`config.mk`:
```
export PLATFORM = sky130hd
export DESIGN_NAME = rst_seq_flat
export DESIGN_NICKNAME = d
export VERILOG_FILES = /design/src/rtl/rst_seq_pkg.sv /design/src/rtl/rst_seq_if.sv /design/src/rtl/rst_sync.sv /design/src/rtl/rst_seq.sv /design/src/flat_wrapper.sv
export SDC_FILE = /design/constraint.sdc
export NUM_CORES = 1
export LEC_CHECK = 0
export BUFFER_PORTS_ARGS = -buffer_cell sky130_fd_sc_hd__buf_2
export CAP_MARGIN = 20
export CORE_MARGIN = 1
export CORE_UTILIZATION = 53
export DETAILED_ROUTE_END_ITERATION = 10
export GPL_ROUTABILITY_DRIVEN = 1
export GPL_TIMING_DRIVEN = 0
export PLACE_DENSITY = 0.84
export SYNTH_ARGS = -nofsm -noshare
export SYNTH_HDL_FRONTEND = slang
export SYNTH_SLANG_ARGS = --single-unit
```
`constraint.sdc`:
```
create_clock -name clk -period 2.1 [get_ports clk]
set_input_delay 0.21 -clock clk [delete_from_list [all_inputs] [get_ports clk]]
set_output_delay 0.21 -clock clk [all_outputs]
set_load 0.05 [all_outputs]
```
`src/rtl/rst_seq_pkg.sv`:
```
// rst_seq_pkg: sequencer state type, default parameters and counter-width helper.
package rst_seq_pkg;
  typedef enum logic [1:0] {SYNC, HOLD, WAIT, DONE} state_t;
  localparam int DEF_NUM_STAGES  = 4;
  localparam int DEF_SYNC_STAGES = 2;
  localparam int DEF_HOLD_CYCLES = 16;
  localparam int DEF_ACK_TIMEOUT = 255;
  function automatic int cnt_w(input int max);
    return $clog2(max + 1);
  endfunction
endpackage

```
`src/rtl/rst_seq_if.sv`:
```
// rst_seq_if: per-stage ack/reset handshake plus software re-sequence request.
interface rst_seq_if
  import rst_seq_pkg::*;
#(
  parameter int NUM_STAGES = DEF_NUM_STAGES
);
  logic [NUM_STAGES-1:0] ack;
  logic                  sw_req;
  logic [NUM_STAGES-1:0] rst_out;
  logic                  done;
  logic [NUM_STAGES-1:0] err;
  modport master(output ack, sw_req, input rst_out, done, err);
  modport slave(input ack, sw_req, output rst_out, done, err);
endinterface

```
`src/rtl/rst_sync.sv`:
```
// rst_sync: asynchronous-assert, synchronous-deassert reset flop chain.
module rst_sync #(
  parameter int STAGES = 2
) (
  input  logic clk,
  input  logic i_rst,
  output logic o_rst
);
  logic [STAGES-1:0] r_chain;
  always_ff @(posedge clk or posedge i_rst)
    if (i_rst) r_chain <= '1;
    else r_chain <= {r_chain[STAGES-2:0], 1'b0};
  assign o_rst = r_chain[STAGES-1];
endmodule

```
`src/rtl/rst_seq.sv`:
```
// rst_seq: synchronised reset release, hold interval, then ack-gated per-stage release.
// Define RST_SEQ_TIMEOUT_EN to add per-stage ack timeouts with sticky err flags.
module rst_seq
  import rst_seq_pkg::*;
#(
  parameter int NUM_STAGES  = DEF_NUM_STAGES,
  parameter int SYNC_STAGES = DEF_SYNC_STAGES,
  parameter int HOLD_CYCLES = DEF_HOLD_CYCLES,
  parameter int ACK_TIMEOUT = DEF_ACK_TIMEOUT
) (
  input  logic     clk,
  input  logic     reset,
  rst_seq_if.slave io
);
  localparam int IW = NUM_STAGES > 1 ? $clog2(NUM_STAGES) : 1;
  localparam int HW = cnt_w(HOLD_CYCLES);
  if (NUM_STAGES < 1 || NUM_STAGES > 16 || SYNC_STAGES < 2 || HOLD_CYCLES < 1 || ACK_TIMEOUT < 1) begin : g_param_chk
    $error("rst_seq: parameter out of range");
  end
  logic                  w_sync, w_sw, w_ack, w_last, w_hold_end, w_adv, w_to;
  state_t                r_state, w_state_nxt;
  logic [IW-1:0]         r_idx, w_idx_nxt;
  logic [HW-1:0]         r_hcnt, w_hcnt_nxt;
  logic [NUM_STAGES-1:0] r_rst_out, w_rst_out_nxt;
  logic                  r_done, w_done_nxt;

  rst_sync #(.STAGES(SYNC_STAGES)) u_sync (.clk(clk), .i_rst(reset), .o_rst(w_sync));

  assign w_sw       = io.sw_req && r_state != SYNC;
  assign w_ack      = io.ack[r_idx];
  assign w_last     = r_idx == IW'(NUM_STAGES - 1);
  assign w_hold_end = r_hcnt >= HW'(HOLD_CYCLES - 1);
  assign w_adv      = r_state == WAIT && (w_ack || w_to);

  always_ff @(posedge clk or posedge reset)
    if (reset) begin
      r_state   <= SYNC;
      r_idx     <= '0;
      r_hcnt    <= '0;
      r_rst_out <= '1;
      r_done    <= 1'b0;
    end else begin
      r_state   <= w_state_nxt;
      r_idx     <= w_idx_nxt;
      r_hcnt    <= w_hcnt_nxt;
      r_rst_out <= w_rst_out_nxt;
      r_done    <= w_done_nxt;
    end

  always_comb
    w_state_nxt = w_sw ? HOLD :
                  r_state == SYNC ? (w_sync ? SYNC : HOLD) :
                  r_state == HOLD ? (w_hold_end ? WAIT : HOLD) :
                  (w_adv && w_last) ? DONE : r_state;

  // Advancing stage i releases stage i+1; the last shift falls off the top.
  always_comb begin
    w_rst_out_nxt = w_sw ? '1 :
                    (r_state == HOLD && w_hold_end) ? r_rst_out & ~NUM_STAGES'(1) :
                    w_adv ? r_rst_out & ~(NUM_STAGES'(2) << r_idx) : r_rst_out;
    w_done_nxt    = !w_sw && (r_done || (w_adv && w_last));
    w_idx_nxt     = w_sw ? '0 : (w_adv && !w_last) ? r_idx + 1'b1 : r_idx;
    w_hcnt_nxt    = w_sw ? '0 : (r_state == HOLD && !w_hold_end) ? r_hcnt + 1'b1 : r_hcnt;
  end

  assign io.rst_out = r_rst_out;
  assign io.done    = r_done;

`ifdef RST_SEQ_TIMEOUT_EN
  localparam int TW = cnt_w(ACK_TIMEOUT);
  logic [TW-1:0]         r_tcnt;
  logic [NUM_STAGES-1:0] r_err;
  assign w_to = r_state == WAIT && !w_ack && r_tcnt >= TW'(ACK_TIMEOUT - 1);
  always_ff @(posedge clk or posedge reset)
    if (reset) begin
      r_tcnt <= '0;
      r_err  <= '0;
    end else begin
      r_tcnt <= (w_sw || w_adv || r_state != WAIT) ? '0 : r_tcnt + TW'(r_tcnt < TW'(ACK_TIMEOUT));
      r_err  <= w_sw ? '0 : w_to ? r_err | (NUM_STAGES'(1) << r_idx) : r_err;
    end
  assign io.err = r_err;
`else
  assign w_to   = 1'b0;
  assign io.err = '0;
`endif
endmodule
```
`src/flat_wrapper.sv`:
```
// flat-port wrapper written by rule: the top's interface ports become plain ports
module rst_seq_flat import rst_seq_pkg::*;
#(
  parameter int NUM_STAGES  = DEF_NUM_STAGES,
  parameter int SYNC_STAGES = DEF_SYNC_STAGES,
  parameter int HOLD_CYCLES = DEF_HOLD_CYCLES,
  parameter int ACK_TIMEOUT = DEF_ACK_TIMEOUT
)
  (clk, reset, io_ack, io_sw_req, io_rst_out, io_done, io_err);
  rst_seq_if #(.NUM_STAGES(NUM_STAGES)) io_i ();
  input  logic clk;
  input  logic reset;
  input wire logic [$bits(io_i.ack)-1:0] io_ack;
  input wire logic [$bits(io_i.sw_req)-1:0] io_sw_req;
  output wire logic [$bits(io_i.rst_out)-1:0] io_rst_out;
  output wire logic [$bits(io_i.done)-1:0] io_done;
  output wire logic [$bits(io_i.err)-1:0] io_err;
  assign io_i.ack = io_ack;
  assign io_i.sw_req = io_sw_req;
  assign io_rst_out = io_i.rst_out;
  assign io_done = io_i.done;
  assign io_err = io_i.err;
  rst_seq #(.NUM_STAGES(NUM_STAGES), .SYNC_STAGES(SYNC_STAGES), .HOLD_CYCLES(HOLD_CYCLES), .ACK_TIMEOUT(ACK_TIMEOUT)) u_core (.clk(clk), .reset(reset), .io(io_i));
endmodule
```
==> metrics.yaml, run 1 <==
synth_top_area_share_pct: 27.7
num_vias: 694
routedWlPerCell_um: 15.3
ir_drop_v: 0.000607
grt_first_pass_wirelength_mm: 3.10
synth_area_leaders: "dfrtp_1 (28%), dfstp_2 (17%), ha_1 (8.3%)"
ios: 16
dr.pass1.iters: 4
drt-vias-per-instance: 5.88
tightest_slew_ns: 0.610
critPathLaunchType: "register"
worstReg2RegEnd: "u_core.r_hcnt[2]$_DFFE_PP0P_"
grt_usage_pct: 23.4
num_rows: 14
dp_hpwl_mm: 1.33
start_util_pct: 58.6
syn_inst: 83
port_buffers: 10
ff2ff_path_depth: 6
seq_area_frac_synth_pct: 45.2
hold_viol: 0
critPathArrivalTime_ns: 2.24
tns_ns: 0
cap_violations: 0
die_x_um: 43.3
routabilityCongestion: 0.779
report.final.slew_viol_count: 0
max_slew_margin_pct: 59.3
clock_latency_ns: 0.30
fmax_mhz: 499
synthDistinctLibCells: 34
yosysWarnings: 0
fin_nets: 116
ant_nets: 0
period_minus_slack_ns: 2.00
drtIter0Drc: 16
clock-root-buffer: "clkbuf_4"
route.detailed.drc: 0
crit_type: "reg -> reg"
final_area_um2: 1040
die_h_um: 43.3
hold_path.class: "in -> reg"
p_leak_uw: 0.000456
cts_tree: "built"
rsz0062_at_grt: "false"
status: "completed"
min_period_over_period_pct: 95.4
cts_made_buffers: 3
totalPowerFinal_uw: 714
final_util_pct: 67.2
cts_max_path_buffers: 2
core_region_area_um2: 1540
worstReg2RegStart: "u_core.r_hcnt[0]$_DFFE_PP0P_"
post_cts_buffers: 0
clkTransAtPathRegs_ns: 0.10
hold_depth: 2
grt-ovfl-total: 0
cts.htree.levels: 1
place_area_um2: 988
cts.sinks: 16
nFillCells: 121
required_ns: 2.34
endpoint_kind: "register"
holdPathEnd: "u_core.r_state[1]$_DFFE_PP0P_"
netlist_area_um2: 903
setup_viol: 0
cp_max_fo: 6
grt_pass1_vias: 662
drive_gt1_share_pct: 28.4
power_density_nw_per_um2: 689
wirelength_mm: 1.81
grt_max_degree: 17
ys_ff_latch: 16
design.die.area_um2: 1870
areaGrowthSynthToFinish_pct: 14.7
antenna_found_initial: 0
yosysTopAreaCell: "dfrtp_1"
worst-r2r-setup-slack_ns: 0.1
syn_area_per_cell_um2: 10.9
hp-start: "io_sw_req"
finClkSkew_ns: 0.0107
antenna_cells: 0
layer usage:
layer | part of all wire (%) | vias up | global-route usage [%]
li1 | - | 334 | -
met1 | 42 | 343 | 29.1
met2 | 53 | 12 | 37.6
met3 | 2.8 | 5 | 3.83
met4 | 2.3 | 0 | 13.9
met5 | 0 | - | 0
registers in the layout (all words and copies together) (netlist names):
name and flops:
u_core.io.rst_out 4, u_core.r_idx 2, u_core.r_hcnt 5, u_core.io.done 1
u_core.u_sync.r_chain 2, u_core.r_state 2
cell usage in the layout, fill, tap and decap left out, drive strengths merged, types with 4 or more instances in the layout:
master,n
o21ai,4
dfrtp,10
inv,7
buf,15
dfstp,6
mux2i,4
clkbuf,4
ha,6
conb,5
nor2,5
a21oi,6
logic make-up (layout without fill, tap and decap cells):
kind of cell | count (synthesis) | count (layout) | share of synthesized area [%]
AO/OA/AOI/OAI | 22 | 22 | 16.5
other | 1 | 5 | 0.415
buffers and inverters | 12 | 27 | 7.48
AND/OR/NAND/NOR | 21 | 21 | 15.2
adder cells (fa/ha/maj) | 6 | 6 | 8.31
flip-flops | 16 | 16 | 45.2
multiplexers | 5 | 5 | 6.93
stage by stage:
stage / setup WS (ns) / hold slack [ns] / std cells
6_report: 0.0972 / 0.104 / 118
3_3_place_gp: 0.160 / 0.296 / 113
3_5_place_dp: 0.123 / 0.311 / 113
2_1_floorplan: 0.229 / 0.119 / 87
4_1_cts: 0.0987 / 0.0997 / 118
5_1_grt: 0.00465 / 0.102 / 118
power breakdown:
part           switching (uW)  internal, uW
sequential               34.3           339
clock                     107           106
combinational            76.9          51.3
worst max-delay path, cell delays in order, from the launching register on:
cell,delay (ns)
dfrtp_2,0.45
ha_1,0.22
and3_1,0.19
ha_1,0.18
or2_1,0.27
or4_1,0.48
a21oi_1,0.15
Yosys cell counts (all sizes together):
| library cell | count |
|---|---|
| a31o | 2 |
| or2 | 1 |
| a211oi | 3 |
| conb | 1 |
| o41ai | 1 |
| nand4 | 2 |
| dfrtp | 10 |
| buf | 5 |
| dfstp | 6 |
| o32ai | 1 |
| a22o | 1 |
| and3 | 1 |
| nor2b | 1 |
| and4 | 1 |
| o31ai | 1 |
| mux2i | 4 |
| nand3 | 1 |
| a21oi | 6 |
| o311a | 1 |
| a21o | 1 |
| mux4 | 1 |
| nor4 | 1 |
| nand2 | 2 |
| nor2 | 5 |
| nor3b | 1 |
| or4 | 2 |
| o21ai | 4 |
| ha | 6 |
| inv | 7 |
| nand2b | 3 |
| o21a | 1 |
final cells by class:
class / count / area [um2] / share of cell area (%)
buffer: 5 / 41.3 / 3.99
tap: 16 / 20.0 / 1.93
sequential: 16 / 409 / 39.5
multi-input combinational: 59 / 443 / 42.8
timing repair buffer: 11 / 60.1 / 5.80
clock buffer: 4 / 36.3 / 3.50
inverter: 7 / 26.3 / 2.54
timing repair:
item / CTS / global route
hold buffers: 1 / 0
resized for setup: 0 / 1
endpoints found under the setup margin: 0 / 1
endpoints found under the hold margin: 10 / 0
worst max path at each step:
stage / to / slack (ns) / cells after the start / start
2_1_floorplan: u_core.r_hcnt[2]$_DFFE_PP0P_ / 0.23 / 6 / u_core.r_hcnt[0]$_DFFE_PP0P_
3_3_place_gp: u_core.r_hcnt[2]$_DFFE_PP0P_ / 0.16 / 6 / u_core.r_hcnt[0]$_DFFE_PP0P_
3_5_place_dp: u_core.r_hcnt[2]$_DFFE_PP0P_ / 0.12 / 6 / u_core.r_hcnt[0]$_DFFE_PP0P_
4_1_cts: u_core.r_hcnt[2]$_DFFE_PP0P_ / 0.1 / 6 / u_core.r_hcnt[0]$_DFFE_PP0P_
5_1_grt: u_core.r_hcnt[2]$_DFFE_PP0P_ / 0.005 / 6 / u_core.r_hcnt[0]$_DFFE_PP0P_
6_report: u_core.r_hcnt[2]$_DFFE_PP0P_ / 0.1 / 6 / u_core.r_hcnt[0]$_DFFE_PP0P_
Power figures use the tool's default switching activity.
==> inputs of run 2 (changes only) <==
PLACE_DENSITY = 0.86   (was 0.84)
==> run 2 against run 1 <==
Sequential power barely moved. Critical endpoint unchanged. Maximum frequency is 0.30% higher. Worst hold slack gained 0.0018 ns. First-iteration DRC count rose by 6.3%.
==> metrics.yaml, run 2 (synthesized netlist as in run 1, its figures left out) <==
fin_nets: 118
cap_violations: 0
cp_max_fo: 5
cp_slowest_cell: "or4_1"
report.final.slew_viol_count: 0
start_util_pct: 58.6
clock_latency_ns: 0.30
clock-root-buffer: "clkbuf_4"
grt_usage_pct: 21.9
setup_viol: 0
power_density_nw_per_um2: 697
dp_slack_ns: 0.113
critPathArrivalTime_ns: 2.22
path_buf_inv: 0
die_h_um: 43.3
ir_drop_v: 0.000595
num_vias: 698
place_area_um2: 988
wirelength_mm: 1.78
port_buffers: 10
worstReg2RegEnd: "u_core.r_hcnt[2]$_DFFE_PP0P_"
placedCellCount: 113
cts_tree: "built"
routedWlPerCell_um: 14.8
dp_hpwl_mm: 1.27
grt_first_pass_wirelength_mm: 2.90
fmax_mhz: 501
routabilityCongestion: 0.741
p_leak_uw: 0.000466
cts.sinks: 16
cp.depth: 6
core_region_area_um2: 1540
required_ns: 2.33
wl_met2_um: 915
finClkSkew_ns: 0.00409
final_area_um2: 1050
setup.worst_path.start: "u_core.r_hcnt[1]$_DFFE_PP0P_"
drtIter0Drc: 17
num_rows: 14
antenna_found_initial: 0
period_minus_slack_ns: 2.00
cts_max_path_buffers: 2
cts_made_buffers: 3
tightest_slew_ns: 0.596
wl_met1_um: 728
met3_length_um: 58
cpLargestDelayFamily: "simple AND/OR/NAND/NOR gates"
grt_pass1_vias: 652
crit_type: "reg -> reg"
status: "completed"
clkTransAtPathRegs_ns: 0.09
totalPowerFinal_uw: 734
cts.htree.levels: 1
dr.pass1.iters: 4
path_cells: "ha_1, and3_1, ha_1, or2_4, or4_1, a21oi_1"
hold_path.class: "in -> reg"
hold_viol: 0
stdcell_count: 120
largest_reg_flops: 5
final_cell_mix: "buf_2 (10), dfrtp_1 (9), inv_1 (7)"
worst-r2r-setup-slack_ns: 0.10
areaGrowthSynthToFinish_pct: 16.6
drt-vias-per-instance: 5.82
cpMostUsedCell: "ha_1"
min_period_over_period_pct: 95.1
grt-ovfl-total: 0
tns_ns: 0
ff2ff_path_depth: 6
layout_commonest_cell: "buf_2"
antenna_cells: 0
worstReg2RegStart: "u_core.r_hcnt[1]$_DFFE_PP0P_"
ant_nets: 0
design.die.area_um2: 1870
ios: 16
max_stage_delay_ns: 0.49
hp-start: "io_sw_req"
grt_max_degree: 17
route.detailed.drc: 0
endpoint_kind: "register"
top_layer: "met4"
largest-register: "u_core.r_hcnt"
crit_path_end: "u_core.r_hcnt[2]$_DFFE_PP0P_"
drive_gt1_share_pct: 30.8
critPathLaunchType: "register"
layout_setup_ws_ns: 0.103
die_x_um: 43.3
max_slew_margin_pct: 60.2
[run 2: report_power, final]
part	internal [uW]	total [uW]	switching [uW]
combinational	67.7	154	86.2
clock	106	207	101
sequential	339	374	34.8
[run 2: how the worst min path moves through the flow]
| stage | depth (start not counted) | slack (ns) | end |
|---|---|---|---|
| CTS | 2 | 0.1 | u_core.r_state[1]$_DFFE_PP0P_ |
| floorplan | 1 | 0.12 | u_core.io.done$_DFF_PP0_ |
| global placement | 2 | 0.29 | u_core.r_hcnt[1]$_DFFE_PP0P_ |
| global route | 2 | 0.11 | u_core.r_state[1]$_DFFE_PP0P_ |
| finish | 2 | 0.11 | u_core.r_state[1]$_DFFE_PP0P_ |
| detailed placement | 2 | 0.31 | u_core.r_hcnt[1]$_DFFE_PP0P_ |
[run 2: metal layers]
| metal | GRT usage [%] | up-vias |
|---|---|---|
| met2 | 35.2 | 19 |
| met4 | 12.7 | 0 |
| met1 | 27.9 | 328 |
| li1 | - | 342 |
| met3 | 2.55 | 9 |
| met5 | 0 | - |
[run 2: final cells by class]
type,count,area (um2)
plain buffers,5,41.3
clock buffers,4,36.3
fillers,120,488
inverters,7,26.3
multi-input cells,59,445
flip-flops and latches,16,409
well taps,16,20.0
repair buffers,13,75.1
[run 2: per-stage QoR]
step	hold slack [ns]	util (%)
finish	0.106	68.3
global route	0.106	68.3
CTS	0.0985	67.1
detailed placement	0.312	64.1
global placement	0.294	64.1
floorplan	0.119	-
[run 2: what timing repair did]
| item | 4_1_cts | 5_1_grt |
|---|---|---|
| setup endpoints to repair | 0 | 1 |
| gates resized for setup | 0 | 2 |
| buffers inserted | 0 | 2 |
| endpoints found under the hold margin | 10 | 0 |
| hold buffers | 1 | 0 |
